--- src/rtl/spi_picture.sv ---
// spi_picture: ILI9341 SPI init sequence, full-screen window setup and
// streaming of a generated RGB565 test picture; o_done flags completion.
module spi_picture #(
   parameter int DELAY  = 3_240_000,
   parameter int WIDTH  = 240,
   parameter int HEIGHT = 320
) (
   input  logic i_clk,
   input  logic i_rst,
   input  logic i_start,
   output logic o_mosi,
   output logic o_dc,
   output logic o_cs,
   output logic o_done
);
   localparam logic [15:0] W_M1 = 16'(WIDTH - 1);
   localparam logic [15:0] H_M1 = 16'(HEIGHT - 1);
   localparam logic [31:0] D_M1 = 32'(DELAY - 1);
   localparam logic [4:0]  PIX  = 5'd18;

   typedef enum logic [1:0] {IDLE, SEND, WAIT, DONE} state_t;

   state_t      state, state_n;
   logic [2:0]  bit_cnt, bit_n;
   logic [4:0]  idx, idx_n;
   logic        hi, hi_n;
   logic [15:0] x, x_n, y, y_n;
   logic [31:0] cnt, cnt_n;
   logic        mosi_n, dc_n, cs_n, done_n;
   logic [7:0]  cur_byte;
   logic        cur_dc;
   logic [4:0]  xy;
   logic [15:0] pix;

   // idx 0..17 walks the command table; idx 18 is the pixel stream
   always_comb begin
      xy = x[4:0] + y[4:0];
      pix = {x[4:0], y[5:0], xy};
      cur_dc = 1'b1;
      cur_byte = 8'h00;
      case (idx)
         5'd0: begin cur_byte = 8'h01; cur_dc = 1'b0; end
         5'd1: begin cur_byte = 8'h11; cur_dc = 1'b0; end
         5'd2: begin cur_byte = 8'h3A; cur_dc = 1'b0; end
         5'd3: cur_byte = 8'h55;
         5'd4: begin cur_byte = 8'h36; cur_dc = 1'b0; end
         5'd5: cur_byte = 8'h48;
         5'd6: begin cur_byte = 8'h29; cur_dc = 1'b0; end
         5'd7: begin cur_byte = 8'h2A; cur_dc = 1'b0; end
         5'd8, 5'd9, 5'd13, 5'd14: cur_byte = 8'h00;
         5'd10: cur_byte = W_M1[15:8];
         5'd11: cur_byte = W_M1[7:0];
         5'd12: begin cur_byte = 8'h2B; cur_dc = 1'b0; end
         5'd15: cur_byte = H_M1[15:8];
         5'd16: cur_byte = H_M1[7:0];
         5'd17: begin cur_byte = 8'h2C; cur_dc = 1'b0; end
         default: cur_byte = hi ? pix[15:8] : pix[7:0];
      endcase
   end

   // outputs are registered next-values so the first bit lands one edge after start
   always_comb begin
      state_n = state;
      bit_n = bit_cnt;
      idx_n = idx;
      hi_n = hi;
      x_n = x;
      y_n = y;
      cnt_n = cnt;
      mosi_n = 1'b0;
      dc_n = 1'b0;
      cs_n = 1'b1;
      done_n = o_done;
      case (state)
         IDLE, DONE: begin
            done_n = (state == DONE);
            if (i_start) begin
               state_n = SEND;
               bit_n = 3'd0;
               idx_n = 5'd0;
               hi_n = 1'b1;
               x_n = 16'd0;
               y_n = 16'd0;
               done_n = 1'b0;
            end
         end
         SEND: begin
            mosi_n = cur_byte[3'd7 - bit_cnt];
            dc_n = cur_dc;
            cs_n = 1'b0;
            bit_n = bit_cnt + 3'd1;
            if (bit_cnt == 3'd7) begin
               if (idx != PIX) idx_n = idx + 5'd1;
               if (idx < 5'd2) begin
                  state_n = WAIT;
                  cnt_n = 32'd0;
               end
               if (idx == PIX) begin
                  hi_n = ~hi;
                  if (!hi) begin
                     x_n = (x == W_M1) ? 16'd0 : x + 16'd1;
                     y_n = (x == W_M1) ? y + 16'd1 : y;
                     if (x == W_M1 && y == H_M1) state_n = DONE;
                  end
               end
            end
         end
         WAIT: begin
            cnt_n = cnt + 32'd1;
            if (cnt == D_M1) state_n = SEND;
         end
         default: ;
      endcase
   end

   always_ff @(posedge i_clk or negedge i_rst) begin
      if (!i_rst) begin
         state <= IDLE;
         bit_cnt <= 3'd0;
         idx <= 5'd0;
         hi <= 1'b1;
         x <= 16'd0;
         y <= 16'd0;
         cnt <= 32'd0;
         o_mosi <= 1'b0;
         o_dc <= 1'b0;
         o_cs <= 1'b1;
         o_done <= 1'b0;
      end else begin
         state <= state_n;
         bit_cnt <= bit_n;
         idx <= idx_n;
         hi <= hi_n;
         x <= x_n;
         y <= y_n;
         cnt <= cnt_n;
         o_mosi <= mosi_n;
         o_dc <= dc_n;
         o_cs <= cs_n;
         o_done <= done_n;
      end
   end
endmodule

--- config.mk ---
export PLATFORM = sky130hd
export DESIGN_NAME = spi_picture
export DESIGN_NICKNAME = d
export VERILOG_FILES = /design/src/rtl/spi_picture.sv
export SDC_FILE = /design/constraint.sdc
export NUM_CORES = 1
export LEC_CHECK = 0
export CAP_MARGIN = 0
export CORE_MARGIN = 4
export CORE_UTILIZATION = 40
export CTS_CLUSTER_SIZE = 14
export DETAILED_ROUTE_END_ITERATION = 10
export GPL_ROUTABILITY_DRIVEN = 0
export PLACE_DENSITY_LB_ADDON = 0.12
export SLEW_MARGIN = 20
export SYNTH_ARGS = -nofsm -noshare
export SYNTH_HDL_FRONTEND = slang
export SYNTH_SLANG_ARGS = --single-unit
--- constraint.sdc ---
create_clock -name i_clk -period 2.23 [get_ports i_clk]
set_input_delay 0.446 -clock i_clk [delete_from_list [all_inputs] [get_ports i_clk]]
set_output_delay 0.446 -clock i_clk [all_outputs]
set_load 0.05 [all_outputs]
Word level (Yosys, flattened, before mapping)
Index checks and enable logic that the tools add are counted.
Widths: inputs -> output; s select.
{"block": "op_classes", "bitwise": 1, "mux": 41, "n_eq_ne": 34, "reduce_logical": 16, "n_lt_le_gt_ge": 2, "n_addsub": 7}
{"operator": "$mux 16", "count": 9}
{"operator": "$pmux 8 s13", "count": 1}
{"operator": "$mux 32", "count": 2}
{"operator": "$pmux 16 s2", "count": 2}
{"operator": "$pmux 32 s2", "count": 1}
{"operator": "$eq 5x4->1 const B", "count": 8}
{"operator": "$add 16x1->16 const B", "count": 2}
{"operator": "$add 32x1->32 const B", "count": 1}
{"operator": "$eq 32x22->1 const B", "count": 1}
{"operator": "$eq 5x3->1 const B", "count": 4}
{"operator": "$eq 16x8->1 const B", "count": 1}
{"operator": "$eq 16x9->1 const B", "count": 1}
{"operator": "$ne 2x2->1 const B", "count": 8}
{"operator": "$eq 5x5->1 const B", "count": 3}
{"operator": "$mux 5", "count": 3}
{"operator": "$mux 2", "count": 7}
{"operator": "$eq 5x2->1 const B", "count": 2}
{"operator": "$pmux 5 s2", "count": 1}
{"operator": "$mux 1", "count": 9}
{"operator": "$mux 8", "count": 1}
{"operator": "$reduce_and 4->1", "count": 2}
{"operator": "$reduce_or 8->1", "count": 1}
{"operator": "$pmux 2 s3", "count": 1}
{"operator": "$pmux 3 s2", "count": 1}
{"operator": "25 further kinds", "count": 29}
{"block": "totals", "ff_bits": 79, "inputBits": 3, "wordCells": 112, "output_inout_bits": 4}

Longest topological paths before layout
Gate-level depths: netlist (run 1).
{"block": "depth", "depth_word": 7, "mapped_depth": 10, "mapped_depth_nobuf": 9}

Worst setup path before layout (run 1)
Ideal clock, no wire load.
{"block": "synth_timing", "kind": "reg2reg", "startpoint": "reg idx[1]", "endpoint": "reg o_mosi", "period_less_slack_ns": 2.338, "stages_incl_launch_ff": 10, "setup_time_ns": 0.135, "setup_slack_ns": -0.108, "arrival_time_ns": 2.202, "cell_sequence": "dfrtp_1 > inv_1 > ha_1 > clkbuf_1 > and4b_1 > a2111oi_0 > o31ai_1 > a32o_1 > a21boi_0 > a221oi_1"}
{"block": "synth_via", "elab_chain_len": 6, "word_cells_on_any_way": 24, "classes_between": "eq/ne (17); mux (4); reduce/logical (3)"}
{"item": "start: declaration", "line_no": "25", "text": "logic [4:0] idx, idx_n;"}
{"item": "start signal: assignment", "line_no": "132", "text": "idx <= idx_n;"}
{"item": "$eq 5x4->1 or $logic_not 5->1 (tied branches)", "line_no": "41", "text": "case (idx)"}
{"item": "$reduce_or 5->1 (no source line) or $reduce_or 2->1 (tied branches)"}
{"item": "$pmux 8 s13 *", "line_no": "41"}
{"item": "$bmux 1 s3 *", "line_no": "88", "text": "mosi_n = cur_byte[3'd7 - bit_cnt];"}
{"item": "$mux 1 (not written as such) *", "line_no": "88"}
{"item": "$mux 1 *", "line_no": "74", "text": "case (state)"}
{"item": "net mosi_n", "line_no": "29", "text": "logic mosi_n, dc_n, cs_n, done_n;"}
{"item": "end signal: assignment", "line_no": "137", "text": "o_mosi <= mosi_n;"}
{"item": "end: declaration", "line_no": "11", "text": "output logic o_mosi,"}
The timed path passes the listed nets; every way through them passes the cells marked *. The select of a mux whose other input is x is not followed.
A chain may end at the register's enable or synchronous reset.

Worst setup path after layout (run 1)
{"block": "layout_timing", "startpoint": "reg idx[0]", "endpoint": "reg o_mosi"}
The elaborated chain is that of the path after synthesis.

==> flow_summary_export.csv, run 1 <==
group,metric,value,unit
synthesis,synthCells,558,
job,maxCapViolCount,0,
die,io_pins,7,
power,p_switching,0.6172,mW
synthesis,yosysWarnings,0,
routing,firstDrtPassIters,4,
timing,final-setup-viol-count,3,
timing,tightest_slew,0.4994,ns
final_layout,nets,660,
synthesis,ys_ff_latch,79,
clock_tree,htree_levels,3,
final_layout,final_common_cell,"buf_4",
timing,fin_skew,0.008673,ns
grt,antenna_found_initial,0,
synthesis,synth_nets,579,
clock_tree,cts_made_buffers,9,
die,rows,40,
routing,drt.antenna.violating_nets,0,
die,initial_core_util,40.91,%
synthesis,yosys.area.top_type,"dfrtp_1",
power,swShare,21.79,%
clock_tree,clockBufferDepth,2,
synthesis,async_reset_ff_share,100.0,%
final_layout,final_util,52.50,%
power,powerDensity,449.1,nW/µm²
synthesis,synthTopCellsByArea,"dfrtp_1 (39%), xnor2_1 (5.2%), nor2_1 (5.1%)",
die,die_w,118.8,µm
clock_tree,cts_root_buf,"clkbuf_16",
worst_setup_path,worstPathArrival,2.47,ns
grt,grt_max_degree,37,
worst_setup_path,required,2.45,ns
timing,max_freq,0.4444,GHz
grt,grt_usage,17.82,%
placed_design,port_buffers,6,
routing,drcViolationCount,0,
synthesis,yosysSeqAreaShare,40.29,%
placed_design,place_area,5725,µm²
final_layout,drive_gt1_share,24.42,%
die,die_area,14120,µm²
grt,grt_pass1_vias,4336,
clock_tree,holdBufCountCts,0,
clock_tree,clk_pin_slew,0.06,ns
worst_setup_path,crit_path_start_kind,"register",
synthesis,synth_top_area_share,39.22,%
synthesis,synth_cell_type_count,62,
routing,wl_per_cell,15.24,µm
worst_setup_path,path_class,"register to register",
final_layout,final_cell_area,6306,µm²
timing,fin_crit_sh,100.9,%
die,die_h,118.8,µm
timing,maxSlewHeadroom,66.45,%
final_layout,area_growth,28.34,%
power,p_clk_share,48.0,%
clock_tree,insertion_delay,0.34,ns
grt,met1_usage,23.79,%
placed_design,pre_cts_ws,-0.1961,ns
routing,drt_iter0_drc,331,
run_status,status,"finished, violations left",
placed_design,dp_hpwl,8458,µm
timing,maxSlewViolCount,0,
synthesis,syn_area_per_cell,8.805,µm²
power,vdd_ir_drop_max,0.4108,mV
grt,grt_pass1_wl,20870,µm
timing,rsz0062_at_grt,"yes",
grt,busiest_layer,"met2",
clock_tree,clkSinkCount,79,
grt,grt.met2_usage,29.41,%
timing,hold_viol,0,
run_status,violations,"negative setup slack",
timing,worst_slack,-0.02047,ns
min_path,hold_class,"input pin to async pin",
timing,period_minus_slack,2.250,ns
synthesis,synth_edf_count,0,
routing,vias,4362,
grt,grt_use_met3,2.612,%
clock_tree,cts_tree,"yes",
power,leakage,2.745,nW
die,core,12010,µm²
synthesis,synth-main-ff-cell,"dfrtp_1",
final_layout,mostFrequentLayoutCells,"buf_4 (79), dfrtp_1 (75), nor2_1 (64), nand2_1 (53), o21ai_0 (43)",
synthesis,syn_area,4913,µm²
worst_setup_path,critPathMaxFanout,4,
power,intPower,2.215,mW
power,seq_power_share,50.6,%
worst_setup_path,end_kind,"register",
power,comb_power_share,1.4,%
final_layout,num_antenna_cells,0,
routing,wl,12040,µm
grt,overflow,0,
routing,viasPerCell,5.522,
==> cell type report <==
cell class	count	area (µm²)
Clock inverter	4	22.52
Tap cell	147	183.9
Inverter	22	85.08
Timing Repair Buffer	90	745.7
Fill cell	1111	5705
Clock buffer	11	242.7
Multi-Input combinational cell	437	3044
Sequential cell	79	1982
==> registers in the layout, summed over array words and instances (netlist names), 2 cells and up <==
register and cells:
cnt 32, x 16, y 16, idx 5, bit_cnt 3, state 2
==> repair_timing <==
item                                    in CTS  in global routing
gates cloned                                 1                  0
pin swaps                                   13                 17
gates resized for setup                     12                 40
endpoints found under the setup margin      12                 35
endpoints found under the hold margin        0                  0
setup buffers                                3                  4
==> critical path, cell delays in order, from the launching register on <==
cell and delay, ns:
dfrtp_2 0.46, ha_4 0.19, and3_1 0.17, ha_1 0.17
a41o_1 0.27, buf_4 0.16, a211o_1 0.24, a32o_1 0.21
a21boi_1 0.17, a221oi_2 0.08
==> cells in the mapped netlist, types with 2 or more instances <==
cell type and count:
o21ai_0 48, nor3b_1 3, nor2_1 67, a31oi_1 5, a21oi_1 23, nand4b_1 3, ha_1 17, dfrtp_1 77
a21bo_2 2, o31ai_1 2, nor2b_1 7, nor4b_1 4, nand3_1 21, a31o_2 3, nor3_1 20, a22o_1 3
and3b_1 2, nor4_1 14, clkbuf_1 15, nand4_1 12, inv_1 21, and4b_1 3, and2_1 3, and4_1 2
nand2b_1 7, o221ai_1 2, buf_2 4, nand2_1 53, and3_1 18, xnor2_1 29, mux4_2 2, dfstp_2 2
xor2_1 12, mux2i_1 6, nor4_4 2, or3_1 14, o21bai_1 3, a211o_1 2, mux2_2 2
==> worst paths after layout <==
kind | start | to | slack (ns) | depth (start not counted)
max reg2reg | idx[0] | o_mosi | -0.02 | 9
max | idx[0] | o_mosi | -0.02 | 9
min | i_rst | y[1] | 0.06 | 1
max in group asynchronous | i_rst | cnt[12] | 1.61 | 2
min in group i_clk | x[6] | x[6] | 0.50 | 1
min reg2reg | x[6] | x[6] | 0.50 | 1
==> per-stage QoR <==
stage               setup TNS [ns]  instances  hold WS [ns]  total power, mW
floorplan                 -0.01465        558        0.1504            1.460
global placement           -0.5139        767        0.4357            1.501
detailed placement          -1.050        767        0.4369            1.501
CTS                       -0.01207        786       0.07162            2.870
global route               -0.3850        790       0.09199            2.948
finish                    -0.02187        790       0.05882            2.832
==> cell families after synthesis <==
group / count (synthesis) / share of synthesized area [%]
buffers and inverters: 43 / 3.616
muxes: 10 / 2.597
and+or+nand+nor: 258 / 27.68
AOI/OAI and AO/OA: 109 / 13.78
adders and majority gates: 18 / 4.736
xor gates and xnor gates: 41 / 7.308
DFF: 79 / 40.29
==> per-layer routing <==
metal  wire length [µm]  vias up
met2               5813       48
met1               5756     2130
met3                253       18
met5                  0        -
li1                   -     2166
met4                216        0
==> power groups by stage <==
| stage | logic [mW] | registers [mW] | clock network [mW] |
|---|---|---|---|
| after floorplan | 0.000342 | 1.46 | 0 |
| after global placement | 0.0415 | 1.46 | 0 |
| after detailed placement | 0.0416 | 1.46 | 0 |
| after CTS | 0.0421 | 1.43 | 1.39 |
| after global routing | 0.0461 | 1.43 | 1.47 |
| final | 0.0386 | 1.43 | 1.36 |
Power figures use the tool's default switching activity.
==> run 2: changes to the inputs <==
--- a/config.mk
+++ b/config.mk
@@ -6,12 +6,13 @@
 export NUM_CORES = 1
 export LEC_CHECK = 0
 export CAP_MARGIN = 0
-export CORE_MARGIN = 4
+export CORE_MARGIN = 5
 export CORE_UTILIZATION = 40
 export CTS_CLUSTER_SIZE = 14
 export DETAILED_ROUTE_END_ITERATION = 10
 export GPL_ROUTABILITY_DRIVEN = 0
 export PLACE_DENSITY_LB_ADDON = 0.12
+export SKIP_LAST_GASP = 1
 export SLEW_MARGIN = 20
 export SYNTH_ARGS = -nofsm -noshare
 export SYNTH_HDL_FRONTEND = slang
==> run 2 against run 1 <==
The flow still finishes with violations (negative setup slack); sequential share of layout area shrank 0.13 points; sequential cell count is the same; combinational power shrank 4%; die area grew 3.4%; worst setup slack lost 0.047 ns; via count shrank 0.25%; critical endpoint unchanged; worst hold slack gained 0.020 ns; maximum frequency shrank 2.0%; cell count grew 0.13%.
==> flow_summary_export.csv, run 2 (synthesis results as in run 1) <==
group,metric,value,unit
power,intPower,2.442,mW
clock_tree,clk_pin_slew,0.06,ns
worst_setup_path,worstPathArrival,2.51,ns
die,die_w,120.8,µm
grt,grt_pass1_wl,20930,µm
timing,maxSlewViolCount,0,
clock_tree,clockBufferDepth,2,
routing,drt.antenna.violating_nets,0,
grt,grt_max_degree,39,
power,power,3.051,mW
clock_tree,cts_made_buffers,9,
grt,antenna_found_initial,0,
die,die_area,14600,µm²
routing,vias,4351,
grt,grt_usage,17.57,%
timing,maxSlewHeadroom,65.70,%
placed_design,dp_hpwl,8442,µm
routing,firstDrtPassIters,4,
routing,viasPerCell,5.501,
clock_tree,cts_root_buf,"clkbuf_16",
final_layout,num_antenna_cells,0,
worst_setup_path,critPathSlowestCell,"dfrtp_1",
clock_tree,clkSinkCount,79,
timing,setup_tns,-0.06745,ns
placed_design,port_buffers,6,
worst_setup_path,critPathMaxFanout,3,
job,maxCapViolCount,0,
run_status,status,"finished, violations left",
final_layout,fill_cells,1128,
worst_setup_path,required,2.44,ns
timing,fin_skew,0.007330,ns
power,powerDensity,481.5,nW/µm²
power,swShare,19.94,%
placed_design,dp_cells,765,
run_status,violations,"negative setup slack",
power,comb_power_share,1.2,%
placed_design,place_area,5698,µm²
power,seq_power_share,47.0,%
final_layout,final_common_cell,"buf_4",
timing,max_freq,0.4353,GHz
power,leakage,2.755,nW
final_layout,final_cell_area,6336,µm²
worst_setup_path,cpPeakStageDelay,0.42,ns
die,core,12010,µm²
final_layout,nets,661,
die,initial_core_util,40.91,%
worst_setup_path,path_buf_inv,2,
grt,overflow,0,
routing,wl,12000,µm
power,vdd_ir_drop_max,0.2838,mV
timing,final-setup-viol-count,1,
timing,tightest_slew,0.5106,ns
timing,worst_slack,-0.06745,ns
power,p_clk_share,51.8,%
worst_setup_path,path_class,"register to register",
final_layout,top_register,"cnt",
final_layout,largest_reg_flops,32,
power,p_switching,0.6081,mW
worst_setup_path,crit_path_cell_trace,"buf_6 > ha_1 > or3_1 > a41o_1 > buf_4 > a211o_1 > a32o_1 > a21boi_2 > a221oi_2",
timing,hold_viol,0,
timing,period_minus_slack,2.297,ns
clock_tree,cts_tree,"yes",
final_layout,drive_gt1_share,24.84,%
die,rows,40,
worst_setup_path,end_kind,"register",
final_layout,final_util,52.75,%
timing,fin_crit_sh,103.0,%
clock_tree,insertion_delay,0.34,ns
grt,grt_pass1_vias,4441,
final_layout,mostFrequentLayoutCells,"buf_4 (80), dfrtp_1 (74), nor2_1 (64), nand2_1 (53), o21ai_0 (45)",
final_layout,area_growth,28.95,%
final_layout,top_regs,"cnt: 32 flops, x: 16 flops, y: 16 flops",
routing,drcViolationCount,0,
clock_tree,holdBufCountCts,0,
routing,drt_iter0_drc,346,
clock_tree,htree_levels,3,
worst_setup_path,r2r_slack,-0.07,ns
worst_setup_path,crit_path_start_kind,"register",
die,die_h,120.8,µm
final_layout,final_cells,791,
die,io_pins,7,
worst_setup_path,critical-path-top-delay-family,"compound AO/OA/AOI/OAI gates",
min_path,hold_class,"input pin to async pin",
routing,wl_per_cell,15.17,µm
timing,rsz0062_at_grt,"yes",
run 2: cell types whose count changed in the layout (fill, tap and decap cells not counted), sizes merged:
cell	change
bufinv	+2
clkinvlp	-1
clkinv	-1
buf	+1
run 2: power by group through the flow:
stage,sequential (mW),clock (mW),combinational [mW]
finish,1.43,1.58,0.0372
global route,1.43,1.68,0.0447
CTS,1.43,1.62,0.0408
detailed placement,1.46,0,0.0409
global placement,1.46,0,0.0403
floorplan,1.46,0,0.000342
run 2: stage by stage:
| step | worst slack [ns] | hold slack (ns) |
|---|---|---|
| after floorplan | -0.01465 | 0.1504 |
| after global placement | -0.07797 | 0.4550 |
| after detailed placement | -0.1921 | 0.4641 |
| after CTS | -0.04783 | 0.09742 |
| after global routing | -0.2134 | 0.1196 |
| final | -0.06745 | 0.07878 |
run 2: timing repair:
action	4_1_cts	5_1_grt
resized for setup	13	35
setup endpoints to repair	13	32
setup buffers	2	8
hold endpoints to repair	0	0
pin swaps	9	13
cloned	1	0
run 2: routing by layer:
metal / up-vias / part of all wire [%] / track usage, %
li1: 2168 / - / -
met1: 2094 / 47 / 23.05
met2: 65 / 48 / 29.52
met3: 24 / 2.2 / 2.245
met4: 0 / 2.4 / 6.657
met5: - / 0 / 0
run 2: final cells by class:
cell class              instances  area (µm²)  area share, %
well taps                     147       183.9          2.903
inverters                      22       82.58          1.303
flip-flops and latches         79        1983          31.30
clock buffers                  11       242.7          3.831
clock inverters                 4       70.07          1.106
repair buffers                 91       744.5          11.75
multi-input cells             437        3029          47.81
run 2: worst paths after layout:
path                        start       to  cells after the start
max                        idx[0]   o_mosi                      9
min                         i_rst     x[6]                      1
max reg2reg                idx[0]   o_mosi                      9
min reg2reg                  x[6]     x[6]                      1
max in group asynchronous   i_rst  cnt[18]                      2
min in group i_clk           x[6]     x[6]                      1
==> run 3: changes to the inputs <==
--- a/config.mk
+++ b/config.mk
@@ -7,7 +7,7 @@
 export LEC_CHECK = 0
 export CAP_MARGIN = 0
 export CORE_MARGIN = 5
-export CORE_UTILIZATION = 40
+export CORE_UTILIZATION = 55
 export CTS_CLUSTER_SIZE = 14
 export DETAILED_ROUTE_END_ITERATION = 10
 export GPL_ROUTABILITY_DRIVEN = 0
==> run 3 against run 2 <==
The flow now finishes without violations; register-to-register slack improved by 0.07 ns; clock skew increased by 0.0049 ns; worst hold slack lost 0.062 ns; clock-buffer cell count increased by 1; sequential power barely moved; clock power shrank 29%; cell count shrank 5.6%; critical path depth is 1 lower; utilization is 17 points higher; sequential cell count did not move.
==> flow_summary_export.csv, run 3 (synthesis results as in run 1) <==
group,metric,value,unit
clock_tree,htree_levels,3,
power,vdd_ir_drop_max,0.2943,mV
die,io_pins,7,
final_layout,largest_reg_flops,32,
power,comb_power_share,1.5,%
timing,maxSlewHeadroom,67.16,%
timing,hold_viol,0,
grt,overflow,0,
grt,grt_max_degree,34,
timing,worst_slack,0.001809,ns
clock_tree,clockBufferDepth,2,
grt,grt_pass1_wl,19420,µm
placed_design,pre_cts_ws,-0.1302,ns
worst_setup_path,critPathSlowestCell,"fa_2",
timing,fin_crit_sh,99.92,%
worst_setup_path,end_kind,"register",
timing,period_minus_slack,2.228,ns
final_layout,mostFrequentLayoutCells,"buf_4 (77), dfrtp_1 (74), nor2_1 (66), nand2_1 (53), o21ai_0 (48)",
grt,met1_usage,27.46,%
timing,max_freq,0.4488,GHz
power,leakage,2.630,nW
die,die_area,10920,µm²
worst_setup_path,regToRegEndpoint,"o_mosi",
routing,drt_iter0_drc,183,
final_layout,final_common_cell,"buf_4",
placed_design,place_area,5592,µm²
worst_setup_path,worstPathArrival,2.46,ns
routing,drt.antenna.violating_nets,0,
timing,fin_skew,0.01226,ns
die,rows,34,
grt,grt_usage,21.06,%
worst_setup_path,r2r_slack,0.002,ns
worst_setup_path,path_common_cell,"inv_1",
grt,busiest_layer,"met2",
die,initial_core_util,56.34,%
worst_setup_path,required,2.46,ns
final_layout,final_cell_area,6052,µm²
grt,antenna_found_initial,0,
clock_tree,clk_pin_slew,0.09,ns
worst_setup_path,critPathMaxFanout,4,
final_layout,top_regs,"cnt: 32 flops, x: 16 flops, y: 16 flops",
placed_design,dp_cells,720,
power,p_switching,0.5693,mW
routing,wl_per_cell,15.19,µm
clock_tree,cts_root_buf,"clkbuf_8",
routing,vias,4372,
timing,final-setup-viol-count,0,
worst_setup_path,crit_path_start_kind,"register",
power,p_clk_share,43.3,%
worst_setup_path,crit_path_start,"x[0]",
placed_design,dp_hpwl,7947,µm
grt,grt.met2_usage,35.52,%
grt,grt_use_met3,3.786,%
power,intPower,2.021,mW
worst_setup_path,critical_path.endpoint,"o_mosi",
worst_setup_path,cpPeakStageDelay,0.51,ns
final_layout,num_antenna_cells,0,
final_layout,top_register,"cnt",
worst_setup_path,reg2reg_depth,8,
final_layout,area_growth,23.17,%
routing,firstDrtPassIters,4,
power,seq_power_share,55.3,%
timing,maxSlewViolCount,0,
grt,grt_pass1_vias,4215,
clock_tree,cts_made_buffers,9,
clock_tree,holdBufCountCts,0,
power,swShare,21.98,%
clock_tree,clkSinkCount,79,
power,powerDensity,428.0,nW/µm²
worst_setup_path,crit_path_cell_trace,"ha_2 > inv_1 > fa_2 > inv_1 > mux4_2 > a32o_1 > a21boi_2 > a221oi_2",
clock_tree,insertion_delay,0.36,ns
timing,tightest_slew,0.4910,ns
final_layout,fill_cells,685,
routing,drcViolationCount,0,
timing,rsz0062_at_grt,"yes",
clock_tree,cts_tree,"yes",
worst_setup_path,crit-reg2reg-launch,"x[0]",
power,power,2.590,mW
final_layout,drive_gt1_share,23.16,%
die,die_h,104.5,µm
job,maxCapViolCount,0,
die,die_w,104.5,µm
final_layout,nets,655,
die,core,8721,µm²
routing,viasPerCell,5.853,
min_path,hold_class,"input pin to async pin",
placed_design,port_buffers,6,
final_layout,final_cells,747,
run_status,status,"finished, final reports clean",
worst_setup_path,path_class,"register to register",
routing,wl,11350,µm
timing,fin_hold_ws,0.01631,ns
[run 3: cell count changes in the layout (fill, tap and decap cells not counted), sizes merged]
cell      change
clkinvlp      +2
bufinv        -1
clkinv        -1
clkbuf        +1
buf           -6
[run 3: worst max-delay path: cells and delay by family (launching register included)]
kind            cells  cell delay, ns
fa+ha+maj           2            0.71
compound gates      3            0.46
buf+inv             2            0.09
mux                 1            0.45
flops               1            0.40
[run 3: final cells by class]
type	count	area (µm²)	share of cell area, %
clock buffer	12	155.1	2.564
clock inverter	4	53.80	0.8890
inverter	22	82.58	1.364
multi-input combinational	437	2963	48.96
sequential	79	1983	32.77
tap	108	135.1	2.233
timing repair buffer	85	679.4	11.23
[run 3: how the worst min path moves through the flow]
| stage | from | end | slack (ns) |
|---|---|---|---|
| 2_1_floorplan | i_rst | bit_cnt[0] | 0.15 |
| 3_3_place_gp | i_rst | x[6] | 0.42 |
| 3_5_place_dp | i_rst | x[6] | 0.43 |
| 4_1_cts | i_rst | x[6] | 0.03 |
| 5_1_grt | i_rst | x[6] | 0.03 |
| 6_report | i_rst | x[5] | 0.02 |
[run 3: routing by layer]
metal | share of wire (%) | vias to the layer above
li1 | - | 2154
met1 | 45 | 2119
met4 | 1.0 | 0
met2 | 50 | 86
met3 | 3.2 | 13
met5 | 0 | -
[run 3: per-stage QoR]
stage	setup TNS, ns	utilization [%]
5_1_grt	-0.3800	69.40
3_5_place_dp	-0.9343	64.12
3_3_place_gp	-0.2224	64.12
6_report	0	69.40
2_1_floorplan	-0.01465	-
4_1_cts	-0.03876	67.26
[run 3: timing repair]
action / 4_1_cts / 5_1_grt
cloned: 1 / 0
resized for setup: 5 / 30
pin swaps: 3 / 17
setup buffers: 3 / 7
setup endpoints to repair: 13 / 27
endpoints found under the hold margin: 0 / 0
[run 3: power groups by stage]
stage               logic (mW)  registers, mW  clock network, mW
floorplan             0.000342           1.46                  0
CTS                     0.0414           1.43               1.15
finish                  0.0387           1.43               1.12
global placement        0.0408           1.46                  0
global route            0.0457           1.43               1.21
detailed placement      0.0414           1.46                  0
